## config.mk

```make
export PLATFORM = sky130hd
export DESIGN_NAME = fifo_uart_tx
export DESIGN_NICKNAME = d
export VERILOG_FILES = /design/src/rtl/fifo_uart_tx.sv
export SDC_FILE = /design/constraint.sdc
export NUM_CORES = 1
export LEC_CHECK = 0
export CORE_MARGIN = 2
export CORE_UTILIZATION = 50
export CTS_CLUSTER_SIZE = 25
export DETAILED_ROUTE_END_ITERATION = 12
export GPL_TIMING_DRIVEN = 0
export PLACE_DENSITY = 0.8
export SLEW_MARGIN = 20
export SYNTH_ARGS = -nofsm -noshare
export SYNTH_HDL_FRONTEND = slang
export SYNTH_SLANG_ARGS = --single-unit
```

## constraint.sdc

```tcl
create_clock -name clk -period 2.71 [get_ports clk]
set_clock_uncertainty 0.2 [all_clocks]
set_input_delay 0.813 -clock clk [delete_from_list [all_inputs] [get_ports clk]]
set_output_delay 0.813 -clock clk [all_outputs]
set_load 0.05 [all_outputs]
```

## src/rtl/fifo_uart_tx.sv

```systemverilog
`default_nettype none
// ============================================================================
//  Module   : fifo_uart_tx
//  Purpose  : Pops words from an upstream fifo through a four-phase receive
//             handshake and sends each one as an asynchronous UART frame
//             (start, WIDTH data bits LSB first, optional even parity,
//             STOP_BITS stop bits). Drains the fifo back-to-back while
//             enable is high.
//  Ports    : clk        system clock, rising edge
//             rst_n      asynchronous active-low reset
//             enable     permission to fetch a new word (looked at in IDLE only)
//             fifo_rdy   fifo word available; fifo_data valid while high
//             fifo_data  fifo output word
//             fifo_done  pop acknowledge back to the fifo
//             tx         registered serial line, idle high
//             busy       high whenever the engine is not idle
//             frame_cnt  frames completed since reset, wraps at 16 bits
//  Revision : 1.0 - initial release
// ============================================================================
module fifo_uart_tx #(
  parameter int WIDTH        = 8,
  parameter int CLKS_PER_BIT = 16,
  parameter int PARITY_EN    = 0,
  parameter int STOP_BITS    = 1
) (
  input  logic             clk,
  input  logic             rst_n,
  input  logic             enable,
  input  logic             fifo_rdy,
  input  logic [WIDTH-1:0] fifo_data,
  output logic             fifo_done,
  output logic             tx,
  output logic             busy,
  output logic [15:0]      frame_cnt
);

  localparam int CW = (CLKS_PER_BIT > 1) ? $clog2(CLKS_PER_BIT) : 1;
  localparam int BW = (WIDTH > 1) ? $clog2(WIDTH) : 1;

  localparam logic [CW-1:0] C_BAUD_LAST = CW'(CLKS_PER_BIT - 1);
  localparam logic [BW-1:0] C_BIT_LAST  = BW'(WIDTH - 1);
  localparam logic          C_STOP_LAST = 1'(STOP_BITS - 1);

  localparam logic [2:0] S_IDLE   = 3'd0;
  localparam logic [2:0] S_FETCH  = 3'd1;
  localparam logic [2:0] S_START  = 3'd2;
  localparam logic [2:0] S_DATA   = 3'd3;
  localparam logic [2:0] S_PARITY = 3'd4;
  localparam logic [2:0] S_STOP   = 3'd5;

  logic [2:0]       r_state;
  logic [2:0]       w_state_dec;
  logic [2:0]       w_state_nxt;

  logic [WIDTH-1:0] r_shift;
  logic             r_parity;
  logic [CW-1:0]    r_baud;
  logic [BW-1:0]    r_bit_idx;
  logic             r_stop_idx;
  logic             r_tx;
  logic             r_done;
  logic [15:0]      r_frame_cnt;

  logic [WIDTH-1:0] w_shift_nxt;
  logic             w_parity_nxt;
  logic [CW-1:0]    w_baud_nxt;
  logic [BW-1:0]    w_bit_idx_nxt;
  logic             w_stop_idx_nxt;
  logic             w_tx_nxt;
  logic             w_done_nxt;
  logic             w_frame_inc;
  logic             w_baud_end;

  // Encodings 6 and 7 are never entered; treat them as IDLE everywhere.
  always_comb begin
    w_state_dec = S_IDLE;
    case (r_state)
      S_IDLE, S_FETCH, S_START, S_DATA, S_PARITY, S_STOP: w_state_dec = r_state;
      default:                                            w_state_dec = S_IDLE;
    endcase
  end

  assign w_baud_end = (r_baud == C_BAUD_LAST);

  // --------------------------------------------------------------------------
  // State register
  // --------------------------------------------------------------------------
  always_ff @(posedge clk or negedge rst_n) begin
    if (!rst_n) begin
      r_state <= S_IDLE;
    end else begin
      r_state <= w_state_nxt;
    end
  end

  // --------------------------------------------------------------------------
  // Next-state logic
  // --------------------------------------------------------------------------
  always_comb begin
    w_state_nxt = w_state_dec;
    case (w_state_dec)
      S_IDLE: begin
        if (enable && fifo_rdy) w_state_nxt = S_FETCH;
      end
      S_FETCH: begin
        // Four-phase ack: the fifo drops rdy once it has seen done.
        if (!fifo_rdy) w_state_nxt = S_START;
      end
      S_START: begin
        if (w_baud_end) w_state_nxt = S_DATA;
      end
      S_DATA: begin
        if (w_baud_end && (r_bit_idx == C_BIT_LAST)) begin
          w_state_nxt = (PARITY_EN != 0) ? S_PARITY : S_STOP;
        end
      end
      S_PARITY: begin
        if (w_baud_end) w_state_nxt = S_STOP;
      end
      S_STOP: begin
        if (w_baud_end && (r_stop_idx == C_STOP_LAST)) w_state_nxt = S_IDLE;
      end
      default: w_state_nxt = S_IDLE;
    endcase
  end

  // --------------------------------------------------------------------------
  // Output / datapath next values
  // --------------------------------------------------------------------------
  always_comb begin
    w_shift_nxt    = r_shift;
    w_parity_nxt   = r_parity;
    w_baud_nxt     = r_baud + CW'(1);
    w_bit_idx_nxt  = '0;
    w_stop_idx_nxt = 1'b0;
    w_tx_nxt       = 1'b1;
    w_done_nxt     = (w_state_nxt == S_FETCH);
    w_frame_inc    = (w_state_dec == S_STOP) && (w_state_nxt == S_IDLE);

    // Latch the word and its parity on the same edge that raises done.
    if ((w_state_dec == S_IDLE) && (w_state_nxt == S_FETCH)) begin
      w_shift_nxt  = fifo_data;
      w_parity_nxt = ^fifo_data;
    end else if ((w_state_dec == S_DATA) && w_baud_end) begin
      w_shift_nxt = r_shift >> 1;
    end

    // Baud counter restarts at every bit boundary and is parked while the
    // line is not being driven with frame content.
    if (w_baud_end || (w_state_nxt != w_state_dec) ||
        (w_state_dec == S_IDLE) || (w_state_dec == S_FETCH)) begin
      w_baud_nxt = '0;
    end

    if (w_state_dec == S_DATA) begin
      w_bit_idx_nxt = r_bit_idx;
      if (w_baud_end) begin
        w_bit_idx_nxt = (r_bit_idx == C_BIT_LAST) ? '0 : r_bit_idx + BW'(1);
      end
    end

    if (w_state_dec == S_STOP) begin
      w_stop_idx_nxt = r_stop_idx;
      if (w_baud_end) begin
        w_stop_idx_nxt = (r_stop_idx == C_STOP_LAST) ? 1'b0 : r_stop_idx + 1'b1;
      end
    end

    // tx is a function of the state being entered, so the register only
    // changes at bit boundaries. The shift register's LSB is always the
    // bit on the wire during DATA.
    case (w_state_nxt)
      S_START:  w_tx_nxt = 1'b0;
      S_DATA:   w_tx_nxt = w_shift_nxt[0];
      S_PARITY: w_tx_nxt = r_parity;
      default:  w_tx_nxt = 1'b1;
    endcase
  end

  always_ff @(posedge clk or negedge rst_n) begin
    if (!rst_n) begin
      r_shift     <= '0;
      r_parity    <= 1'b0;
      r_baud      <= '0;
      r_bit_idx   <= '0;
      r_stop_idx  <= 1'b0;
      r_tx        <= 1'b1;
      r_done      <= 1'b0;
      r_frame_cnt <= 16'd0;
    end else begin
      r_shift    <= w_shift_nxt;
      r_parity   <= w_parity_nxt;
      r_baud     <= w_baud_nxt;
      r_bit_idx  <= w_bit_idx_nxt;
      r_stop_idx <= w_stop_idx_nxt;
      r_tx       <= w_tx_nxt;
      r_done     <= w_done_nxt;
      if (w_frame_inc) begin
        r_frame_cnt <= r_frame_cnt + 16'd1;
      end
    end
  end

  assign tx        = r_tx;
  assign fifo_done = r_done;
  assign busy      = (w_state_dec != S_IDLE);
  assign frame_cnt = r_frame_cnt;

endmodule
`default_nettype wire

```

==> results.py <==
metrics = {
    "setup_path": {
        "worst-setup-path-type": "reg -> out",
        "required_ns": 1.70,
        "cp_max_fo": 5,
        "crit_family": "buffers and inverters",
        "endpoint_kind": "output port",
        "max_stage_delay_ns": 0.84,
        "startpoint_type": "register",
        "crit_chain": "clkdlybuf4s50_1",
        "critPathBufInv": 1,
        "critPathArrivalTime_ns": 1.62,
        "slowest_stage": "clkdlybuf4s50_1",
    },
    "clocking": {
        "clk_path_buf_depth": 2,
        "numCtsBuffers": 5,
        "clk_latency_ns": 0.34,
        "clock_sinks": 37,
        "ctsHtreeMaxLevel": 2,
        "path_clk_slew_ns": 0.11,
        "cts-root-buf": "clkbuf_4",
        "cts_tree": "yes",
    },
    "synthesis": {
        "yosysUniqueCellTypes": 36,
        "synth.top_cell.area_share": 0.518,
        "async_flop_share": 1.00,
        "synthTopCellsByArea": "dfrtp_1 (52%), xnor2_1 (9.6%), nand2_1 (4.7%)",
        "syn_inst": 162,
        "syn_area_um2": 1740,
        "synth.avg_cell_area_um2": 10.7,
        "synth_nets": 178,
        "yosys_warnings": 0,
        "synth-main-ff-cell": "dfrtp_1",
        "ys_seq_area_frac": 0.533,
        "synth_edf_count": 0,
        "yosys_register_bits": 37,
        "yosys-top-cells-count": "dfrtp_1 (36), nand2_1 (22), xnor2_1 (19)",
        "yosysMostFrequentCell": "dfrtp_1",
        "synth_top_cell_by_area": "dfrtp_1",
    },
    "sta": {
        "hold_viol_final": 0,
        "fmax_mhz": 379,
        "relSlewSlack": 0.657,
        "rsz0062_at_grt": "false",
        "period_needed_ns": 2.64,
        "finalCritPeriodShare": 0.973,
        "finalMaxSlewViolations": 0,
        "finalSetupViolCount": 0,
        "worstMarginPinSlew_ns": 0.513,
    },
    "pwr": {
        "peakVddDrop_mv": 0.282,
        "power_density_nw_per_um2": 424,
        "leakage_nw": 1.05,
    },
    "routing": {
        "drc": 0,
        "drtIter0Drc": 78,
        "drtAntennaViolNets": 0,
        "wl_um": 3480,
        "drtPass1Iterations": 4,
        "detail_route.wl_per_cell_um": 14.1,
        "vias": 1315,
        "vias_per_cell": 5.32,
    },
    "layout": {
        "final_nets": 216,
        "fin_cells": 247,
        "area_growth_pct": 26.3,
        "final_util": 0.659,
        "drive_above_1_share": 0.109,
        "diodes": 0,
        "fillers": 287,
    },
    "die": {
        "die_area_um2": 3970,
        "core_area_um2": 3340,
        "die_x_um": 63,
        "io_pins": 31,
        "initial_utilization": 0.522,
        "die_y_um": 63,
        "row_count": 21,
    },
    "run_status": {
        "outcome": "complete, no violations",
    },
    "global_routing": {
        "grt_usage": 0.199,
        "first_global_vias": 1358,
        "antenna_found_initial": 0,
        "grt_first_pass_wirelength_um": 6150,
        "grt_max_degree": 21,
        "overflow": 0,
    },
    "placement": {
        "hpwlAfterDp_um": 2560,
        "port_buffers": 30,
        "dp.cells": 239,
        "place_congestion": 0.774,
    },
    "worst_hold_path": {
        "hp-class": "in -> async",
    },
    "job": {
        "max-cap-violations": 0,
    },
}
## sequential cells by signal (all words and copies together), names as in the netlist
name	cells
r_parity	1
r_shift	8
r_baud	4
tx	1
r_state	3
frame_cnt	16
fifo_done	1
r_bit_idx	3
## kinds of logic (layout without fill, tap and decap cells)
family,count (synthesis),after routing,share of synthesized area
simple gates,68,68,0.201
flops,37,37,0.533
xor+xnor,24,24,0.121
compound gates,20,20,0.0769
buf+inv,5,44,0.0158
fa+ha+maj,4,4,0.0288
mux,4,4,0.0237
## routing by layer
metal	wire length [um]	track usage	part of all wire	vias to the layer above
met2	1710	0.339	0.49	30
met4	68	0.103	0.020	0
met1	1530	0.229	0.44	642
li1	-	-	-	634
met3	164	0.0523	0.047	9
met5	0	0	0	-
## cell type report
cell class / instances / area (um2) / area share
Tap cell: 46 / 57.6 / 0.0262
Multi-Input combinational cell: 120 / 786 / 0.357
Clock buffer: 7 / 65.1 / 0.0296
Clock inverter: 1 / 5.00 / 0.00228
Inverter: 3 / 11.3 / 0.00512
Buffer: 2 / 16.3 / 0.00740
Timing Repair Buffer: 31 / 330 / 0.150
Sequential cell: 37 / 927 / 0.422
## per-stage QoR
stage / power [mW] / cell area (um2) / hold WS (ns) / setup slack [ns] / TNS, ns
after global routing: 0.976 / 2200 / 0.197 / 0.00493 / 0
after detailed placement: 0.616 / 2120 / 0.256 / 0.172 / 0
after global placement: 0.611 / 2100 / 0.245 / -0.150 / -5.34
after CTS: 0.944 / 2190 / 0.209 / 0.00863 / 0
after floorplan: 0.580 / 1740 / 0.233 / 0.450 / 0
final: 0.931 / 2200 / 0.195 / 0.0745 / 0
## repair_timing
action,4_1_cts,5_1_grt
setup buffers,0,0
hold buffers,0,0
pin swaps,0,0
resized for setup,1,4
endpoints found under the setup margin,1,4
## final timing paths
check                                      to          start  slack [ns]  cells after the start
max in group asynchronous                  tx          rst_n        1.59                      2
worst min register to register      r_baud[0]      r_baud[0]        0.27                      1
worst max register to register  frame_cnt[12]      r_baud[0]        0.74                      6
min in group clk                    r_baud[0]      r_baud[0]        0.27                      1
worst max-delay path            frame_cnt[10]  frame_cnt[10]        0.07                      1
worst min-delay path             frame_cnt[5]          rst_n        0.20                      1
## power by group
part / internal (mW) / switching (mW) / total (mW)
registers: 0.552 / 0 / 0.552
clock network: 0.150 / 0.177 / 0.327
logic: 0.0287 / 0.0240 / 0.0527
## placed cells by master, fill, tap and decap left out, types with 2 or more instances in the layout
master and count:
a21oi_1 3, a22oi_1 6, and2_1 2, and3_1 2, and4_1 2, and4_4 2, buf_2 2, clkbuf_4 5
clkbuf_8 2, clkdlybuf4s50_1 25, dfrtp_1 36, dlymetal6s2s_1 3, ha_1 4, inv_1 3, mux2i_1 3, nand2_1 22
nand2b_1 2, nand3_1 6, nand4_1 5, nor2_1 16, nor2b_1 2, nor3_1 2, o21ai_0 2, o21ai_1 3
xnor2_1 19, xor2_1 5
No activity file was read; power rests on OpenSTA's default activity.
